$ cat src/rtl/fixed_pt_divider.sv
// Unsigned fixed-point divider: quotient = floor((dividend << DECIMAL_PLACE) / divisor),
// one restoring-division step per cycle. Define FIXED_PT_DIVIDER_ROUND_EN for round-half-up.
`timescale 1ns/1ps
module fixed_pt_divider #(
  parameter int unsigned OPERAND_WIDTH = 24,
  parameter int unsigned DECIMAL_PLACE = 8
) (
  input  logic                     clk,
  input  logic                     rst_n,
  input  logic                     start,
  input  logic [OPERAND_WIDTH-1:0] dividend,
  input  logic [OPERAND_WIDTH-1:0] divisor,
  output logic                     busy,
  output logic                     done,
  output logic [OPERAND_WIDTH-1:0] quotient,
  output logic                     div_by_zero,
  output logic                     overflow
);

  localparam int unsigned W = OPERAND_WIDTH;
`ifdef FIXED_PT_DIVIDER_ROUND_EN
  localparam int unsigned GUARD = 1;
`else
  localparam int unsigned GUARD = 0;
`endif
  localparam int unsigned ITER = W + DECIMAL_PLACE + GUARD;
  localparam int unsigned CW   = $clog2(ITER + 1);

  typedef enum logic [1:0] {
    IDLE,
    DIVIDE,
    FINISH
  } state_t;

  state_t            state_q;
  logic [W:0]        rem_q;
  logic [ITER-1:0]   acc_q;
  logic [W-1:0]      div_q;
  logic [CW-1:0]     cnt_q;
  logic              busy_q;
  logic              done_q;
  logic [W-1:0]      quot_q;
  logic              dz_q;
  logic              ov_q;

  logic [W+1:0]      rem_shift;
  logic [W:0]        trial;
  logic              fits;
  logic [W:0]        rem_d;
  logic [ITER-1:0]   acc_d;
  logic [ITER-1:0]   rounded;
  logic              last;
  logic              ovf_d;
  logic [W-1:0]      quot_d;

  // acc_q shifts numerator bits out of the top while quotient bits enter at the bottom
  always_comb begin
    rem_shift = {rem_q, acc_q[ITER-1]};
    fits      = rem_shift >= {2'b00, div_q};
    trial     = rem_shift[W:0] - {1'b0, div_q};
    rem_d     = fits ? trial : rem_shift[W:0];
    acc_d     = {acc_q[ITER-2:0], fits};
    last      = (cnt_q == CW'(ITER - 1));
`ifdef FIXED_PT_DIVIDER_ROUND_EN
    // acc_d holds twice the quotient; adding the guard bit rounds half-up
    rounded   = (acc_d >> 1) + ITER'(acc_d[0]);
`else
    rounded   = acc_d;
`endif
    ovf_d     = (rounded >> W) != '0;
    quot_d    = ovf_d ? '1 : rounded[W-1:0];
  end

  always_ff @(posedge clk or negedge rst_n) begin
    if (!rst_n) begin
      state_q <= IDLE;
      rem_q   <= '0;
      acc_q   <= '0;
      div_q   <= '0;
      cnt_q   <= '0;
      busy_q  <= 1'b0;
      done_q  <= 1'b0;
      quot_q  <= '0;
      dz_q    <= 1'b0;
      ov_q    <= 1'b0;
    end else begin
      case (state_q)
        IDLE: begin
          if (start) begin
            busy_q <= 1'b1;
            ov_q   <= 1'b0;
            if (divisor == '0) begin
              state_q <= FINISH;
              done_q  <= 1'b1;
              quot_q  <= '1;
              dz_q    <= 1'b1;
            end else begin
              state_q <= DIVIDE;
              dz_q    <= 1'b0;
              rem_q   <= '0;
              acc_q   <= ITER'(dividend) << (ITER - W);
              div_q   <= divisor;
              cnt_q   <= '0;
            end
          end
        end
        DIVIDE: begin
          rem_q <= rem_d;
          acc_q <= acc_d;
          cnt_q <= cnt_q + CW'(1);
          if (last) begin
            state_q <= FINISH;
            done_q  <= 1'b1;
            quot_q  <= quot_d;
            ov_q    <= ovf_d;
          end
        end
        FINISH: begin
          state_q <= IDLE;
          done_q  <= 1'b0;
          busy_q  <= 1'b0;
        end
        default: begin
          state_q <= IDLE;
          done_q  <= 1'b0;
          busy_q  <= 1'b0;
        end
      endcase
    end
  end

  assign busy        = busy_q;
  assign done        = done_q;
  assign quotient    = quot_q;
  assign div_by_zero = dz_q;
  assign overflow    = ov_q;

endmodule

$ cat config.mk
export PLATFORM = sky130hd
export DESIGN_NAME = fixed_pt_divider
export DESIGN_NICKNAME = d
export VERILOG_FILES = /design/src/rtl/fixed_pt_divider.sv
export SDC_FILE = /design/constraint.sdc
export NUM_CORES = 1
export LEC_CHECK = 0
export BUFFER_PORTS_ARGS = -buffer_cell sky130_fd_sc_hd__buf_2
export CORE_MARGIN = 4
export CORE_UTILIZATION = 53
export CTS_CLUSTER_DIAMETER = 100
export DETAILED_ROUTE_END_ITERATION = 10
export GPL_ROUTABILITY_DRIVEN = 0
export PLACE_DENSITY_LB_ADDON = 0.2
export SYNTH_ARGS = -nofsm -noshare
export SYNTH_HDL_FRONTEND = slang
export SYNTH_SLANG_ARGS = --single-unit
$ cat constraint.sdc
create_clock -name clk -period 2.6 [get_ports clk]
set_input_delay 0.39 -clock clk [delete_from_list [all_inputs] [get_ports clk]]
set_output_delay 0.39 -clock clk [all_outputs]
set_load 0.005 [all_outputs]
-- Word-level counts from Yosys, hierarchy flattened
Index checks and enable logic that the tools add are counted.
- bitwise logic cells: 2
- mux-type cells: 29
- add/subtract/negate cells: 2
- $lt $le $gt $ge: 1
- equality and inequality tests: 6
- reductions and logical operators: 12
- operators with widths (cell ; count):
    two-way mux 24 bit ; 4
    two-way mux 25 bit ; 3
    two-way mux 32 bit ; 2
    one-hot mux 32 bit (2 select lines) ; 1
    one-hot mux 25 bit (2 select lines) ; 1
    one-hot mux 24 bit (2 select lines) ; 1
    nonzero test 32 bit ; 1
    greater-or-equal comparator 26 x 24 -> 1 bit ; 1
    subtractor 25 x 24 -> 25 bit ; 1
    zero test 24 bit ; 1
    two-way mux 6 bit ; 2
    one-hot mux 6 bit (2 select lines) ; 1
    AND reduction 3 bit ; 4
    != test 2 bit (second input constant) ; 4
    two-way mux 1 bit ; 7
    adder 6 x 1 -> 6 bit (second input constant) ; 1
    equality test 6 x 5 -> 1 bit (second input constant) ; 1
    two-way mux 2 bit ; 3
    one-hot mux 1 bit (2 select lines) ; 3
    AND reduction 2 bit ; 3
    one-hot mux 2 bit (2 select lines) ; 1
    AND reduction 4 bit ; 1
    equality test 2 x 1 -> 1 bit (second input constant) ; 1
    zero test 2 bit ; 1
    other kinds (2) ; 3
- logic and storage cells: 62
- register bits after elaboration: 117
- output and inout bits: 28

-- Longest topological paths before layout
Gate-level depths: netlist of the first run.
- depth after elaboration: 4
- mapped depth: 12
- gate-level depth less buffers: 10

-- Worst setup path after synthesis of the first run
OpenSTA, ideal clock, no wires.
- path kind: register to register
- start: register rem_q[8]
- end: register rem_q[2]
- required time: 2474 ps
- cell stages (with the launch flop): 11
- clock period less this slack: 2427 ps
- path slack: 173 ps
- data arrival time: 2301 ps
- library setup time: 126 ps
- cells stage by stage: dfrtp_1 -> ha_1 -> buf_6 -> a21o_1 -> a221oi_4 -> o21bai_2 -> o21ai_2 -> a21oi_4 -> or2_1 -> buf_6 -> a221o_1
- cells in the longest elaborated chain, start to end: 3
- ends and longest elaborated chain (element ; RTL line ; RTL):
    start, declared ; 36 ; logic [W:0] rem_q;
    start signal, assigned ; 108 ; rem_q <= rem_d;
    greater-or-equal comparator 26 x 24 -> 1 bit ; 59 ; fits = rem_shift >= {2'b00, div_q};
    two-way mux 25 bit ; 61 ; rem_d = fits ? trial : rem_shift[W:0];
    one-hot mux 25 bit (2 select lines) ; 87 ; case (state_q)
Every way passes these cells.
A chain may end at the register's enable or synchronous reset.

-- Worst setup path in the final report of the first run
- start: register div_q[0]
- end: register rem_q[24]
- cells in the longest elaborated chain, start to end: 3
- ends and longest elaborated chain (element ; RTL line ; RTL):
    start, declared ; 38 ; logic [W-1:0] div_q;
    start signal, assigned ; 102 ; div_q <= divisor;
    subtractor 25 x 24 -> 25 bit / greater-or-equal comparator 26 x 24 -> 1 bit (equally long branches) ; 60, 59 ;
    two-way mux 25 bit * ; 61 ;
    one-hot mux 25 bit (2 select lines) * ; 87 ;
Mark *: on every way between the ends. The rest lies on a longest branch, timed or not.

==> flow_summary.json, run 1 <==
{
  "hold_path_class": "input pin to flop",
  "num_rows": 39,
  "area_growth_syn_to_layout_pct": 24.6,
  "final_max_slew_viol_count": 0,
  "fmax_mhz": 390,
  "crit_fanout": 6,
  "dpl.hpwl_mm": 11.2,
  "finalCriticalPeriod_ns": 2.57,
  "antenna_found_initial": 0,
  "ys_ff_latch": 117,
  "crit_type": "flop to flop",
  "critPathLaunchType": "flop",
  "die_h_um": 118,
  "p_leak_nw": 3.68,
  "hold_viol_final": 0,
  "max-vdd-ir-drop_mv": 0.891,
  "avgSynthCellArea_um2": 9.66,
  "rsz0062_at_grt": "yes",
  "async_reset_ff_share_pct": 100,
  "synth_edf_count": 0,
  "grt_max_degree": 70,
  "die_area_um2": 13800,
  "status": "finished clean",
  "ys_seq_area_share_pct": 46.0,
  "routed_wl_mm": 16.6,
  "ant_nets": 0,
  "clk_pin_slew_ns": 0.06,
  "end_kind": "flop",
  "drcViolationCount": 0,
  "yosys_most_used_dff": "dfrtp_1",
  "crit_required_ns": 2.89,
  "timing.final.crit_share_pct": 98.7,
  "finalClockSkew_ns": 0.00863,
  "synth_warnings": 0,
  "insertion_delay_ns": 0.42,
  "drive_above_1_share_pct": 26.1,
  "grt_pass1_wl_mm": 27.5,
  "vias": 5551,
  "diodes": 0,
  "grt_pass1_vias": 5633,
  "drtIter0Drc": 506,
  "synth_cell_types": 64,
  "tightest_slew_ns": 0.857,
  "cts.sinks": 117,
  "syn_nets": 736,
  "h-tree-depth": 4,
  "detail_route.wl_per_cell_um": 18.1,
  "fin_area_um2": 7930,
  "clockRootBuffer": "clkbuf_16",
  "first_pass_iters": 7,
  "synth_area_um2": 6360,
  "grt-ovfl-total": 0,
  "worst_ep_arrival_time_ns": 2.85,
  "slew_headroom_pct": 42.9,
  "clock_path_buffers": 2,
  "finalCoreUtilization_pct": 68.5,
  "core_area_um2": 11600,
  "track_usage_pct": 24.3,
  "setup_viol": 0,
  "cts_tree": "done",
  "numPortBuffers": 78,
  "fin_tns_setup_ns": 0,
  "fillers": 896,
  "p_per_area_nw_per_um2": 1710,
  "synth_cells": 659,
  "fin_nets": 842,
  "maxCapViolations": 0,
  "place_area_um2": 7070,
  "io_pins": 79,
  "die_w_um": 118,
  "cts_made_buffers": 17,
  "initial_core_util_pct": 55.0,
  "post_drt_via_cell_ratio": 6.03
}
-- final timing paths --
kind                                       from                  endpoint  slack (ns)  depth (start not counted)
max                        div_q[0]$_DFFE_PN0P_     rem_q[24]$_DFFE_PN0P_        0.03                         10
min                                dividend[21]     acc_q[29]$_DFFE_PN0P_        0.19                          3
max reg2reg                div_q[0]$_DFFE_PN0P_     rem_q[24]$_DFFE_PN0P_        0.03                         10
min reg2reg                    busy$_DFFE_PN0P_          busy$_DFFE_PN0P_        0.50                          2
max in group asynchronous                 rst_n  quotient[11]$_DFFE_PN0P_        1.30                          3
min in group asynchronous                 rst_n      rem_q[8]$_DFFE_PN0P_        0.53                          2
-- power breakdown --
part / internal, mW / leakage (nW) / switching (mW)
Sequential: 2.75 / 1.44 / 0.615
Combinational: 3.77 / 1.96 / 4.11
Clock: 1.41 / 0.288 / 0.877
Total: 7.94 / 3.68 / 5.60
-- cell usage in the layout (no fill, tap or decap), types with 6 or more instances in the layout --
master     instances
buf_4             44
a21oi_1           18
nand3_1           10
xnor2_1           15
xor2_1             6
o22a_1            24
clkbuf_16         18
ha_1              20
a21o_1             9
dfrtp_1          117
nor3_1            12
nor2_1            32
buf_2             77
o211ai_1          13
o21a_1             8
a222oi_1          17
o21ai_0           50
a22o_1             8
inv_1             47
mux2i_1            8
nor4_1             9
nand4_1            9
o211ai_2           9
nand2_1           88
-- logic make-up (layout without fill, tap and decap cells) --
family	after synthesis	in the layout	synth area share [%]
buffers and inverters	91	210	5.98
AOI/OAI and AO/OA	210	210	25.2
DFF	117	117	46.0
and+or+nand+nor	184	184	13.0
xor gates and xnor gates	21	21	2.89
adders and majority gates	26	26	5.23
muxes	10	10	1.61
-- cells in the mapped netlist (3+ instances only) --
master / n / area (um2)
a221o_1: 5 / 50.1
o21a_1: 8 / 60.1
inv_1: 50 / 188
nor2b_1: 4 / 25.0
a211oi_1: 3 / 22.5
buf_1: 5 / 18.8
nor4_1: 9 / 56.3
a21o_1: 10 / 75.1
nor3_1: 13 / 65.1
o21bai_1: 5 / 37.5
o211ai_1: 13 / 97.6
buf_6: 4 / 45.0
o21ai_0: 51 / 255
o211ai_2: 9 / 113
buf_2: 6 / 30.0
mux2i_1: 8 / 80.1
xor2_1: 6 / 52.6
dfrtp_1: 117 / 2930
a22o_1: 8 / 70.1
ha_1: 25 / 313
nand4_1: 9 / 56.3
a31oi_1: 3 / 18.8
a21oi_1: 19 / 95.1
a21boi_0: 3 / 22.5
o31ai_1: 4 / 30.0
nand2_1: 88 / 330
nand3_1: 11 / 55.1
o31a_1: 5 / 43.8
nor2_1: 33 / 124
o22a_1: 24 / 210
or3_1: 3 / 18.8
a222oi_1: 17 / 170
clkbuf_1: 25 / 93.8
xnor2_1: 15 / 131
-- routing by layer --
| layer | GRT usage [%] | vias up | share of wire [%] |
|---|---|---|---|
| met5 | 0 | - | 0 |
| met3 | 7.21 | 46 | 7.1 |
| met2 | 40.0 | 220 | 49 |
| li1 | - | 2620 | - |
| met1 | 30.8 | 2665 | 42 |
| met4 | 7.99 | 0 | 2.4 |
-- timing repair --
action	4_1_cts	5_1_grt
endpoints found under the hold margin	27	0
endpoints found under the setup margin	12	26
resized for setup	9	24
gates cloned	0	1
pin swaps	4	9
hold buffers	1	0
setup buffers	7	3
-- critical path: stages, from the launching register on --
cell	delay, ns
dfrtp_1	0.41
ha_4	0.18
fa_2	0.39
nor2b_4	0.17
o31ai_4	0.08
a211oi_4	0.26
o21ai_2	0.12
a21oi_4	0.28
clkbuf_16	0.21
nor2_1	0.06
o41ai_2	0.28
-- registers in the layout, indices dropped and copies added, names as in the netlist --
| signal | flops |
|---|---|
| acc_q | 32 |
| rem_q | 25 |
| div_q | 24 |
| quotient | 24 |
| cnt_q | 6 |
| state_q | 2 |
| busy | 1 |
| div_by_zero | 1 |
| done | 1 |
| overflow | 1 |
-- metrics by stage --
step	hold slack, ns	std cells	setup slack [ns]	power [mW]
floorplan	0.0944	659	0.173	8.39
global placement	0.440	877	0.0439	10.1
detailed placement	0.440	877	-0.213	10.4
CTS	0.177	917	0.0140	13.0
global route	0.180	921	-0.0542	14.5
finish	0.194	921	0.0347	13.5
-- area by class of cell --
class	instances	area (um2)	area share [%]
tap	143	179	2.26
clock buffer	17	425	5.37
clock inverter	15	154	1.94
sequential	117	2930	36.9
multi-input combinational	451	3220	40.6
inverter	50	188	2.37
timing repair buffer	128	837	10.6
(Power assumes the default switching activity.)
==> run 2, diff against run 1 <==
--- a/config.mk
+++ b/config.mk
@@ -5,7 +5,7 @@
 export SDC_FILE = /design/constraint.sdc
 export NUM_CORES = 1
 export LEC_CHECK = 0
-export BUFFER_PORTS_ARGS = -buffer_cell sky130_fd_sc_hd__buf_2
+export BUFFER_PORTS_ARGS = -buffer_cell sky130_fd_sc_hd__clkbuf_2
 export CORE_MARGIN = 4
 export CORE_UTILIZATION = 53
 export CTS_CLUSTER_DIAMETER = 100
==> flow_summary.json, run 2 (same netlist as run 1, synthesis figures left out) <==
{
  "h-tree-depth": 4,
  "dpl.hpwl_mm": 11.3,
  "total_switching_power_mw": 5.46,
  "finalCriticalPeriod_ns": 2.55,
  "grt_pass1_wl_mm": 26.7,
  "die_h_um": 118,
  "cts_made_buffers": 17,
  "final_common_cell": "dfrtp_1",
  "numPortBuffers": 78,
  "post_drt_via_cell_ratio": 5.99,
  "core_area_um2": 11600,
  "detail_route.wl_per_cell_um": 17.9,
  "combPwrFrac_pct": 57.7,
  "finalClockSkew_ns": 0.00646,
  "clkPwrFrac_pct": 17.1,
  "fin_nets": 842,
  "fillers": 891,
  "hold_viol_final": 0,
  "die_w_um": 118,
  "track_usage_pct": 23.7,
  "fin_tns_setup_ns": 0,
  "netSwitchingFraction_pct": 40.9,
  "end_kind": "flop",
  "num_rows": 39,
  "diodes": 0,
  "cp_num_buf_inv": 2,
  "tightest_slew_ns": 0.818,
  "antenna_found_initial": 0,
  "largest_reg_flops": 32,
  "vias": 5510,
  "layout_common_cells": "117 x dfrtp_1, 88 x nand2_1, 77 x clkbuf_2",
  "slew_headroom_pct": 45.5,
  "io_pins": 79,
  "crit_fanout": 4,
  "maxCapViolations": 0,
  "final_max_slew_viol_count": 0,
  "clockRootBuffer": "clkbuf_16",
  "grt_pass1_vias": 5469,
  "insertion_delay_ns": 0.42,
  "drive_above_1_share_pct": 25.2,
  "top_register": "acc_q",
  "multi_input_area_um2": 3180,
  "clock_path_buffers": 2,
  "ant_nets": 0,
  "post-place-cells": 877,
  "grt_max_degree": 70,
  "timing.final.crit_share_pct": 97.9,
  "hold_path_class": "input pin to flop",
  "setup_viol": 0,
  "grt-ovfl-total": 0,
  "critPathLaunchType": "flop",
  "path_cells": "ha_4 -> fa_2 -> nor2b_4 -> o31ai_4 -> a211oi_2 -> o21ai_2 -> a21oi_4 -> buf_12 -> buf_4 -> nor3_1 -> a221o_1",
  "initial_core_util_pct": 55.0,
  "slowest_delay_ns": 0.40,
  "routed_wl_mm": 16.4,
  "top_regs": "acc_q: 32 flops, rem_q: 25 flops",
  "max-vdd-ir-drop_mv": 0.764,
  "drtIter0Drc": 429,
  "crit_type": "flop to flop",
  "fmax_mhz": 393,
  "die_area_um2": 13800,
  "internal_power_mw": 7.90,
  "seqPwrFrac_pct": 25.2,
  "crit_family": "compound AO/OA/AOI/OAI gates",
  "p_per_area_nw_per_um2": 1690,
  "status": "finished clean",
  "worst_ep_arrival_time_ns": 2.84,
  "p_total_mw": 13.4,
  "first_pass_iters": 6,
  "fin_cells": 920,
  "crit_required_ns": 2.90,
  "slowest_stage": "dfrtp_1",
  "seq_area_um2": 2930,
  "cts_tree": "done",
  "clk_pin_slew_ns": 0.05,
  "cts.sinks": 117,
  "drcViolationCount": 0,
  "area_growth_syn_to_layout_pct": 24.0,
  "p_leak_nw": 3.67
}
==> run 2: changes by cell type in the layout (fill, tap and decap cells not counted), moves of 2 or more <==
| cell | previous run | this run |
|---|---|---|
| clkinvlp_4 | 1 | 4 |
| clkbuf_1 | 0 | 2 |
| clkinv_2 | 5 | 2 |
| inv_6 | 4 | 2 |
| clkbuf_2 | 0 | 77 |
| buf_2 | 77 | 0 |
| clkinv_4 | 3 | 1 |
==> run 2: final timing paths <==
path / start / depth (start not counted) / slack, ns / endpoint
min in group asynchronous: rst_n / 2 / 0.50 / rem_q[10]$_DFFE_PN0P_
max in group asynchronous: rst_n / 3 / 1.38 / acc_q[18]$_DFFE_PN0P_
worst min-delay path: dividend[21] / 3 / 0.19 / acc_q[29]$_DFFE_PN0P_
worst max register to register: div_q[0]$_DFFE_PN0P_ / 11 / 0.05 / rem_q[4]$_DFFE_PN0P_
worst max-delay path: div_q[0]$_DFFE_PN0P_ / 11 / 0.05 / rem_q[4]$_DFFE_PN0P_
worst min register to register: busy$_DFFE_PN0P_ / 2 / 0.50 / busy$_DFFE_PN0P_
==> run 2: what timing repair did <==
item / CTS / global route
pin swaps: 0 / 7
cloned: 0 / 1
hold buffers: 1 / 0
endpoints found under the hold margin: 35 / 0
setup buffers: 0 / 10
resized for setup: 4 / 20
endpoints found under the setup margin: 4 / 26
==> run 2: metal layers <==
metal | vias up | part of all wire (%) | global-route usage, %
met5 | - | 0 | 0
met4 | 0 | 1.9 | 8.42
met3 | 22 | 6.9 | 7.54
met2 | 177 | 48 | 37.9
met1 | 2698 | 43 | 30.4
li1 | 2613 | - | -
==> run 2: layout make-up <==
| cell class | instances | share of cell area, % |
|---|---|---|
| clock inverters | 11 | 1.60 |
| inverters | 50 | 2.38 |
| multi-input cells | 451 | 40.3 |
| well taps | 143 | 2.27 |
| flip-flops and latches | 117 | 37.1 |
| repair buffers | 128 | 10.7 |
| clock buffers | 20 | 5.66 |
==> run 2: power groups by stage <==
| stage | combinational [mW] | clock [mW] | sequential (mW) |
|---|---|---|---|
| 6_report | 7.71 | 2.28 | 3.37 |
| 2_1_floorplan | 5.17 | 0 | 3.22 |
| 5_1_grt | 8.49 | 2.39 | 3.47 |
| 3_5_place_dp | 6.99 | 0 | 3.35 |
| 4_1_cts | 7.09 | 2.31 | 3.34 |
| 3_3_place_gp | 6.79 | 0 | 3.31 |
==> run 2: stage by stage <==
| step | setup WS [ns] | util [%] | hold slack (ns) | instance area, um2 |
|---|---|---|---|---|
| 6_report | 0.0543 | 68.2 | 0.192 | 7890 |
| 2_1_floorplan | 0.173 | - | 0.0944 | 6360 |
| 3_3_place_gp | 0.0402 | 61.1 | 0.399 | 7070 |
| 5_1_grt | -0.0505 | 68.2 | 0.179 | 7890 |
| 3_5_place_dp | -0.0974 | 61.1 | 0.406 | 7070 |
| 4_1_cts | 0.000272 | 66.3 | 0.176 | 7670 |
==> run 2: worst register-to-register path: stages (launching register included) <==
cell	delay (ns)
dfrtp_1	0.40
ha_4	0.17
fa_2	0.36
nor2b_4	0.18
o31ai_4	0.08
a211oi_2	0.30
o21ai_2	0.13
a21oi_4	0.22
buf_12	0.13
buf_4	0.12
nor3_1	0.05
a221o_1	0.26
==> run 3, diff against run 2 <==
--- a/config.mk
+++ b/config.mk
@@ -12,6 +12,7 @@
 export DETAILED_ROUTE_END_ITERATION = 10
 export GPL_ROUTABILITY_DRIVEN = 0
 export PLACE_DENSITY_LB_ADDON = 0.2
+export SETUP_SLACK_MARGIN = 0.1
 export SYNTH_ARGS = -nofsm -noshare
 export SYNTH_HDL_FRONTEND = slang
 export SYNTH_SLANG_ARGS = --single-unit
==> flow_summary.json, run 3 (same netlist as run 1, synthesis figures left out) <==
{
  "drive_above_1_share_pct": 26.2,
  "p_leak_nw": 3.70,
  "r2r-start": "div_q[0]$_DFFE_PN0P_",
  "final_common_cell": "dfrtp_1",
  "multi_input_area_um2": 3210,
  "finalCoreUtilization_pct": 68.8,
  "finalClockSkew_ns": 0.00519,
  "drtIter0Drc": 441,
  "seq_area_um2": 2930,
  "track_usage_pct": 24.2,
  "end_kind": "flop",
  "crit_fanout": 7,
  "insertion_delay_ns": 0.42,
  "num_rows": 39,
  "die_area_um2": 13800,
  "grt_max_degree": 70,
  "hold_path_class": "input pin to flop",
  "holdPathEnd": "acc_q[29]$_DFFE_PN0P_",
  "largest_reg_flops": 32,
  "cp_common_cell": "o31ai_4",
  "p_per_area_nw_per_um2": 1710,
  "worstHoldStart": "dividend[21]",
  "status": "finished clean",
  "grt_pass1_vias": 5565,
  "holdPathStages": 3,
  "place_area_um2": 7070,
  "dpl.hpwl_mm": 11.3,
  "setup_viol": 0,
  "rsz0062_at_grt": "yes",
  "maxCapViolations": 0,
  "fin_tns_setup_ns": 0,
  "setup_slack_ns": 0.0461,
  "critPathLaunchType": "flop",
  "first_pass_iters": 6,
  "crit_required_ns": 2.91,
  "grt-ovfl-total": 0,
  "clock_path_buffers": 2,
  "hold_viol_final": 0,
  "crit_family": "compound AO/OA/AOI/OAI gates",
  "diodes": 0,
  "pre_cts_ws_ns": -0.0974,
  "vias": 5554,
  "clockRootBuffer": "clkbuf_16",
  "io_pins": 79,
  "path_cells": "ha_4 -> fa_2 -> nor2b_4 -> o31ai_4 -> a211oi_2 -> o21ai_2 -> a21oi_4 -> buf_12 -> buf_8 -> o31ai_4 -> a31o_2",
  "reg2reg_to": "rem_q[18]$_DFFE_PN0P_",
  "antenna_found_initial": 0,
  "final_max_slew_viol_count": 0,
  "r2r_cells": 11,
  "clk_pin_slew_ns": 0.05,
  "initial_core_util_pct": 55.0,
  "detail_route.wl_per_cell_um": 18.2,
  "fmax_mhz": 392,
  "rrSetupSlack_ns": 0.05,
  "slew_headroom_pct": 43.4,
  "slowest_delay_ns": 0.42,
  "top_regs": "acc_q: 32 flops, rem_q: 25 flops",
  "area_growth_syn_to_layout_pct": 25.1,
  "cp_num_buf_inv": 2,
  "layout_common_cells": "117 x dfrtp_1, 88 x nand2_1, 77 x clkbuf_2",
  "routed_wl_mm": 16.8,
  "crit_type": "flop to flop",
  "die_h_um": 118,
  "fin_nets": 846,
  "fillers": 883,
  "top_register": "acc_q",
  "numPortBuffers": 78,
  "h-tree-depth": 4,
  "cts.sinks": 117,
  "core_area_um2": 11600,
  "cts_tree": "done",
  "die_w_um": 118,
  "cts_made_buffers": 17,
  "ant_nets": 0,
  "max-vdd-ir-drop_mv": 0.780,
  "drcViolationCount": 0,
  "grt_pass1_wl_mm": 27.3,
  "tightest_slew_ns": 0.848,
  "fin_area_um2": 7960,
  "finalCriticalPeriod_ns": 2.55,
  "worst_ep_arrival_time_ns": 2.86,
  "timing.final.crit_share_pct": 98.2,
  "post_drt_via_cell_ratio": 6.01,
  "slowest_stage": "fa_2"
}
==> run 3: cell types whose count changed in the layout (fill, tap and decap cells not counted), moves of 2 or more <==
cell     previous run  this run
o21ai_1             1         5
nor3_2              0         2
buf_8               0         2
buf_6               1         5
nor3_1             13        11
o21ai_0            50        46
==> run 3: metrics by stage <==
step	total power, mW	instances	hold slack [ns]
6_report	13.6	924	0.184
2_1_floorplan	8.39	659	0.0944
3_5_place_dp	10.3	877	0.406
3_3_place_gp	10.1	877	0.399
4_1_cts	13.0	919	0.176
5_1_grt	14.6	924	0.180
==> run 3: report_power, final <==
part / internal [mW] / switching [mW] / leakage (nW) / total, mW
sequential: 2.75 / 0.619 / 1.44 / 3.37
clock: 1.43 / 0.850 / 0.269 / 2.28
combinational: 3.83 / 4.10 / 2.00 / 7.92
==> run 3: how the worst max path moves through the flow <==
stage / depth (start not counted) / to / start
2_1_floorplan: 10 / rem_q[2]$_DFFE_PN0P_ / rem_q[8]$_DFFE_PN0P_
3_3_place_gp: 11 / rem_q[24]$_DFFE_PN0P_ / acc_q[31]$_DFFE_PN0P_
3_5_place_dp: 11 / rem_q[24]$_DFFE_PN0P_ / acc_q[31]$_DFFE_PN0P_
4_1_cts: 11 / rem_q[16]$_DFFE_PN0P_ / rem_q[4]$_DFFE_PN0P_
5_1_grt: 11 / rem_q[4]$_DFFE_PN0P_ / div_q[0]$_DFFE_PN0P_
6_report: 11 / rem_q[18]$_DFFE_PN0P_ / div_q[0]$_DFFE_PN0P_
==> run 3: per-layer routing <==
metal	vias up	global-route usage [%]	part of all wire [%]
li1	2622	-	-
met1	2709	30.6	42
met2	191	39.1	49
met3	32	7.26	7.0
met4	0	9.67	2.7
met5	-	0	0
==> run 3: cell type report <==
class / count / area share, %
Clock inverter: 11 / 1.59
Timing Repair Buffer: 132 / 11.1
Clock buffer: 20 / 5.61
Multi-Input combinational cell: 451 / 40.3
Inverter: 50 / 2.36
Tap cell: 143 / 2.25
Sequential cell: 117 / 36.8
==> run 3: what timing repair did <==
| action | CTS | global route |
|---|---|---|
| hold endpoints to repair | 35 | 0 |
| gates resized for setup | 12 | 34 |
| setup buffers | 10 | 5 |
| endpoints found under the setup margin | 18 | 27 |
| pin swaps | 5 | 15 |
| hold buffers | 1 | 0 |
| gates cloned | 0 | 0 |
==> run 3: tightest hold or removal path, stage by stage <==
cell and delay (ns):
clkbuf_2 0.08, a222oi_1 0.05, inv_1 0.05
